$ cat src/rtl/alu_pkg.sv
// Shared opcode encodings and handshake FSM states for the ALU execution unit.
package alu_pkg;

    localparam logic [2:0] OpAdd = 3'b000;
    localparam logic [2:0] OpSub = 3'b001;
    localparam logic [2:0] OpMul = 3'b010;
    localparam logic [2:0] OpDiv = 3'b011;
    localparam logic [2:0] OpAnd = 3'b100;
    localparam logic [2:0] OpOr  = 3'b101;
    localparam logic [2:0] OpXor = 3'b110;
    localparam logic [2:0] OpNot = 3'b111;

    typedef enum logic [1:0] {
        StIdle,
        StMul,
        StDiv,
        StDone
    } alu_state_e;

endpackage

$ cat src/rtl/alu_muldiv_iter.sv
// Iterative shift-add multiplier / restoring divider, one bit per cycle for WIDTH cycles.
// o_last flags the cycle whose rising edge completes the final iteration.
module alu_muldiv_iter #(
    parameter int unsigned WIDTH = 19
) (
    input  logic             clk,
    input  logic             rst_n,
    input  logic             i_start,
    input  logic             i_is_div,
    input  logic [WIDTH-1:0] i_a,
    input  logic [WIDTH-1:0] i_b,
    output logic             o_last,
    output logic [WIDTH-1:0] o_result
);

    localparam int unsigned CntW = $clog2(WIDTH + 1);

    // MUL: r_acc = product, r_aux = shifted multiplicand, r_bop = shifted multiplier.
    // DIV: r_acc = dividend shifting out / quotient shifting in, r_aux = remainder, r_bop = divisor.
    logic             r_busy;
    logic             r_is_div;
    logic [CntW-1:0]  r_cnt;
    logic [WIDTH-1:0] r_acc;
    logic [WIDTH-1:0] r_aux;
    logic [WIDTH-1:0] r_bop;

    logic [WIDTH:0]   w_shift;
    logic [WIDTH:0]   w_diff;
    logic             w_fits;

    assign w_shift  = {r_aux, r_acc[WIDTH-1]};
    assign w_diff   = w_shift - {1'b0, r_bop};
    assign w_fits   = (w_shift >= {1'b0, r_bop});
    assign o_last   = r_busy && (r_cnt == CntW'(WIDTH - 1));
    assign o_result = r_acc;

    always_ff @(posedge clk or negedge rst_n) begin
        if (!rst_n) begin
            r_busy   <= 1'b0;
            r_is_div <= 1'b0;
            r_cnt    <= '0;
            r_acc    <= '0;
            r_aux    <= '0;
            r_bop    <= '0;
        end else if (i_start) begin
            r_busy   <= 1'b1;
            r_is_div <= i_is_div;
            r_cnt    <= '0;
            r_acc    <= i_is_div ? i_a : '0;
            r_aux    <= i_is_div ? '0 : i_a;
            r_bop    <= i_b;
        end else if (r_busy) begin
            r_cnt <= r_cnt + CntW'(1);
            if (o_last) begin
                r_busy <= 1'b0;
            end
            if (r_is_div) begin
                r_aux <= w_fits ? w_diff[WIDTH-1:0] : w_shift[WIDTH-1:0];
                r_acc <= {r_acc[WIDTH-2:0], w_fits};
            end else begin
                if (r_bop[0]) begin
                    r_acc <= r_acc + r_aux;
                end
                r_aux <= {r_aux[WIDTH-2:0], 1'b0};
                r_bop <= {1'b0, r_bop[WIDTH-1:1]};
            end
        end
    end

endmodule

$ cat src/rtl/alu_exec.sv
// ALU execution unit: valid/ready handshake FSM, single-cycle ops, and an iterative
// MUL/DIV engine. One operation in flight at a time.
module alu_exec
    import alu_pkg::*;
#(
    parameter int unsigned WIDTH = 19
) (
    input  logic             clk,
    input  logic             rst_n,
    input  logic             in_valid,
    output logic             in_ready,
    input  logic [2:0]       alu_op,
    input  logic [WIDTH-1:0] op_a,
    input  logic [WIDTH-1:0] op_b,
    output logic             out_valid,
    input  logic             out_ready,
    output logic [WIDTH-1:0] result,
    output logic             zero,
    output logic             div_by_zero
);

    alu_state_e       r_state;
    alu_state_e       w_state_next;
    logic [WIDTH-1:0] r_result;
    logic             r_dbz;
    logic             r_use_iter;

    logic             w_accept;
    logic             w_is_mul;
    logic             w_is_div_iter;
    logic             w_start;
    logic [WIDTH-1:0] w_alu_res;
    logic             w_dbz;
    logic             w_iter_last;
    logic [WIDTH-1:0] w_iter_res;

    assign w_accept      = in_valid && (r_state == StIdle);
    assign w_is_mul      = (alu_op == OpMul);
    assign w_is_div_iter = (alu_op == OpDiv) && (op_b != '0);
    assign w_start       = w_accept && (w_is_mul || w_is_div_iter);

    alu_muldiv_iter #(
        .WIDTH(WIDTH)
    ) u_muldiv (
        .clk     (clk),
        .rst_n   (rst_n),
        .i_start (w_start),
        .i_is_div(w_is_div_iter),
        .i_a     (op_a),
        .i_b     (op_b),
        .o_last  (w_iter_last),
        .o_result(w_iter_res)
    );

    always_comb begin
        w_alu_res = '0;
        w_dbz     = 1'b0;
        case (alu_op)
            OpAdd: w_alu_res = op_a + op_b;
            OpSub: w_alu_res = op_a - op_b;
            OpAnd: w_alu_res = op_a & op_b;
            OpOr:  w_alu_res = op_a | op_b;
            OpXor: w_alu_res = op_a ^ op_b;
            OpNot: w_alu_res = ~op_a;
            OpDiv: begin
                w_alu_res = '1;
                w_dbz     = (op_b == '0);
            end
            default: w_alu_res = '0;
        endcase
    end

    always_ff @(posedge clk or negedge rst_n) begin
        if (!rst_n) begin
            r_state <= StIdle;
        end else begin
            r_state <= w_state_next;
        end
    end

    always_comb begin
        w_state_next = r_state;
        unique case (r_state)
            StIdle: begin
                if (w_accept) begin
                    if (w_is_mul)           w_state_next = StMul;
                    else if (w_is_div_iter) w_state_next = StDiv;
                    else                    w_state_next = StDone;
                end
            end
            StMul, StDiv: if (w_iter_last) w_state_next = StDone;
            StDone:       if (out_ready)   w_state_next = StIdle;
            default:      w_state_next = StIdle;
        endcase
    end

    always_comb begin
        in_ready  = (r_state == StIdle);
        out_valid = (r_state == StDone);
    end

    // Registers only load on acceptance, so outputs hold while DONE waits for out_ready.
    always_ff @(posedge clk or negedge rst_n) begin
        if (!rst_n) begin
            r_result   <= '0;
            r_dbz      <= 1'b0;
            r_use_iter <= 1'b0;
        end else if (w_accept) begin
            r_result   <= w_alu_res;
            r_dbz      <= w_dbz;
            r_use_iter <= w_start;
        end
    end

    assign result      = r_use_iter ? w_iter_res : r_result;
    assign zero        = out_valid && (result == '0);
    assign div_by_zero = r_dbz;

endmodule
$ cat config.mk
export PLATFORM = sky130hd
export DESIGN_NAME = alu_exec
export DESIGN_NICKNAME = d
export VERILOG_FILES = /design/src/rtl/alu_pkg.sv /design/src/rtl/alu_muldiv_iter.sv /design/src/rtl/alu_exec.sv
export SDC_FILE = /design/constraint.sdc
export NUM_CORES = 1
export LEC_CHECK = 0
export ABC_CLOCK_PERIOD_IN_PS = 2600
export CAP_MARGIN = 25
export CORE_ASPECT_RATIO = 1.5
export CORE_MARGIN = 1.5
export CORE_UTILIZATION = 55
export CTS_CLUSTER_DIAMETER = 80
export DETAILED_ROUTE_END_ITERATION = 16
export PLACE_DENSITY = 0.78
export SLEW_MARGIN = 20
export SYNTH_ARGS = -nofsm -noshare
export SYNTH_HDL_FRONTEND = slang
export SYNTH_SLANG_ARGS = --single-unit
export TNS_END_PERCENT = 10
$ cat constraint.sdc
create_clock -name clk -period 2.6 [get_ports clk]
set_input_delay 0.52 -clock clk [delete_from_list [all_inputs] [get_ports clk]]
set_output_delay 0.52 -clock clk [all_outputs]
set_load 0.02 [all_outputs]
==> impl_results.md <==
- # setup viols final: 36
- Root Driver: clkbuf_16
- Cell area power density: 1220 nW/µm²
- Worst Slack Setup Final: -0.466 ns
- Ys flop type: dfrtp_1
- Post-DP Area: 11700 µm²
- Layout area overhead: 40.4%
- GR Overflow Total: 0
- Final ANT Viol Nets: 0
- Clk buf depth: 2
- Routed via count: 10600
- Core area: roughly 16000 µm²
- Largest family of logic cells by synthesized area: compound AO/OA/AOI/OAI gates
- CTS buffer count: 9
- Final Power: approximately 15 mW
- Hold-fix buffers, CTS: 0
- F_max: 326 MHz
- Relative slew slack: 0.429
- First-pass GRT wire length: 54700 µm
- Final cell count without fillers: 1648
- Seq/Total Area, Yosys: 0.241
- Crit path kind: input pin to flip-flop
- Post-synth ARST share: 1.00
- Clock slew at reported path FFs: 0.07 ns
- Non-Filler Cell Area, Final: 12700 µm²
- Simple-Gate Fraction of Synth Area: 0.183
- Initial Util: 0.561
- Mux contribution to synthesized area: 0.0453
- Routed wire per std cell: 21.7 µm
- Largest net degree at the start of global routing: 77
- Number of vias per cell: 6.40
- R2R Path End: u_muldiv.r_aux[6]
- Commonest cells post-synth: 113 x nor2_1, 103 x a21oi_1, 98 x ha_1, 98 x nand2_1, 87 x dfrtp_1
- Synth Area in Compound Gates: 0.271
- Routed WL: 35800 µm
- Failing checks: setup timing
- Pins Over Slew Limit: 0
- HP Class: input pin to asynchronous set/reset pin
- Boundary Pins: between 60 and 70
- Mapped cell area: 9040 µm²
- Die Wd: 108 µm
- Yosys warning count: 0
- Most common cell in the netlist: nor2_1
- Post-synth EDFFs: 0
- Detail Placement HPWL: 26200 µm
- Final Hold Fails: 0
- Post-synth top area share: 0.241
- Max FO, Critical Path: 5
- Vias in the first global route: 10600
- Flop2flop setup slack: -0.31 ns
- Critical Path Start Type: input pin
- Status: complete, but fails checks
- Synth area leader: dfrtp_1
- Mapped Nets: 1296
- First-iteration detailed-routing DRC count: about 750
- Gr usage total: 0.414
- Worst r2r path cells: 14
- Leak pwr: 5.85 nW
- RSZ-0062 raised after global routing: yes
- Full die area: 17200 µm²
- Worst EP arrival: 3.30 ns
- Ranking of synthesized cells by area: dfrtp_1 24%, ha_1 14%, a21oi_1 5.7%
- PortBufs: between 60 and 70
- Dpl cells: between 1500 and 2000
- Fraction of layout cells with a size suffix above 1: 0.291
- Max-capacitance violation count: 0
- Cell Rows: 57
- Nets@finish: 1582
- Gpl congestion: 0.979
- Worst-Margin Slew: roughly 0.85 ns
- FF-to-FF Start: u_muldiv.o_result[18]
- Synth Area in XOR/XNOR: 0.0572
- CTS tree: yes
- Clk_skew: 0.00638 ns
- Hold WS: 0.0121 ns
- DRC Markers: 0
- DRT Pass-1 Iters: 7
- Initial antenna violation count: 2
- CTS Sinks: 87
- Avg Inst Size Synth: 7.86 µm²
- Final min period: 3.07 ns
- Clk_lat worst skew: 0.35 ns
- Max IR drop VDD: 0.740 mV
- Cell count after synthesis: 1150
- CP endpoint kind: flip-flop
- TNS Setup: -7.73 ns
- Die Height: 160 µm
- Final cycle utilization of the critical path: 1.18
- Synth Register Bits: slightly below 90
- Netlist cell types: 72
- Critical path data required time: roughly 2.8 ns
- CTS H-tree lvls: 3
- Adder-cell share of the synthesized area: 0.142
metrics by stage:
step / setup WS (ns) / utilization
2_1_floorplan: -0.654 / -
3_3_place_gp: -1.16 / 0.727
3_5_place_dp: -1.20 / 0.727
4_1_cts: -0.427 / 0.778
5_1_grt: -0.517 / 0.787
6_report: -0.466 / 0.787
cell type report:
type,instances,area (µm²)
Tap cell,206,258
Sequential cell,87,2180
Multi-Input combinational cell,921,6840
Inverter,84,318
Fill cell,1104,3430
Clock inverter,4,53.8
Antenna cell,1,2.50
Clock buffer,12,246
Timing Repair Buffer,333,2790
worst max path at each step:
stage	startpoint	to	slack (ns)	cells after the start
final	op_b[6]	r_result[13]	-0.47	14
after global placement	op_b[0]	r_result[16]	-1.16	17
after CTS	alu_op[1]	r_result[13]	-0.43	15
after detailed placement	op_b[0]	r_result[16]	-1.20	17
after floorplan	alu_op[2]	r_result[13]	-0.65	15
after global routing	op_b[3]	r_result[16]	-0.52	18
routing by layer:
metal	wire length (µm)	track usage	vias up
met2	17000	0.689	590
met3	2700	0.0678	237
met5	0	0	-
met1	12400	0.452	4977
li1	-	-	4747
met4	3600	0.349	0
registers in the layout, summed over array words and instances (netlist names):
register / flops
u_muldiv.r_is_div: 1
r_result: 19
div_by_zero: 1
r_state: 2
u_muldiv.r_cnt: 5
u_muldiv.r_bop: 19
u_muldiv.r_aux: 19
r_use_iter: 1
u_muldiv.o_result: 19
u_muldiv.r_busy: 1
report_power, final:
group | switching, mW | internal (mW)
Clock | 0.565 | 0.776
Combinational | 6.07 | 5.31
Sequential | 0.672 | 2.03
Total | 7.31 | 8.12
logic make-up after synthesis:
kind of cell             count (synthesis)
buffers and inverters                  142
flip-flops                              87
AO/OA/AOI/OAI                          374
AND/OR/NAND/NOR                        349
XOR/XNOR                                59
adder cells (fa/ha/maj)                101
multiplexers                            38
cell usage in the layout (no fill, tap or decap), types with 9 or more instances in the layout:
master | netlist | layout
a211oi_1 | 33 | 24
a211oi_2 | 1 | 10
a21o_1 | 17 | 17
a21oi_1 | 103 | 93
a21oi_2 | 1 | 10
a221oi_1 | 16 | 13
a22oi_1 | 12 | 11
a31oi_1 | 14 | 13
buf_12 | 0 | 9
buf_4 | 0 | 252
buf_6 | 0 | 14
clkbuf_16 | 0 | 9
clkdlybuf4s50_1 | 0 | 47
dfrtp_1 | 87 | 87
ha_1 | 98 | 91
inv_1 | 84 | 76
mux2_2 | 23 | 23
mux2i_1 | 15 | 15
nand2_1 | 98 | 94
nand2b_1 | 14 | 11
nand3_1 | 28 | 26
nand4_1 | 12 | 12
nor2_1 | 113 | 105
nor2b_1 | 13 | 11
nor3_1 | 19 | 18
o211ai_1 | 12 | 12
o21a_1 | 14 | 14
o21ai_0 | 79 | 62
o21ai_1 | 0 | 13
or3_1 | 9 | 9
xnor2_1 | 43 | 38
xor2_1 | 16 | 16
critical path: stages:
cell and delay (ns):
clkdlybuf4s15_2 0.20, nor2_1 0.09, nand4_1 0.24, buf_4 0.24
o31a_1 0.30, xnor2_1 0.14, ha_1 0.31, buf_4 0.16
and3_1 0.17, a21oi_1 0.18, a31oi_1 0.13, xor2_1 0.17
a222oi_1 0.36, o21ai_1 0.09
repair_timing:
action | in CTS | in global routing
setup endpoints to repair | 75 | 70
setup buffers | 29 | 1
gates resized for setup | 142 | 38
pin swaps | 60 | 29
(Power assumes the default switching activity.)
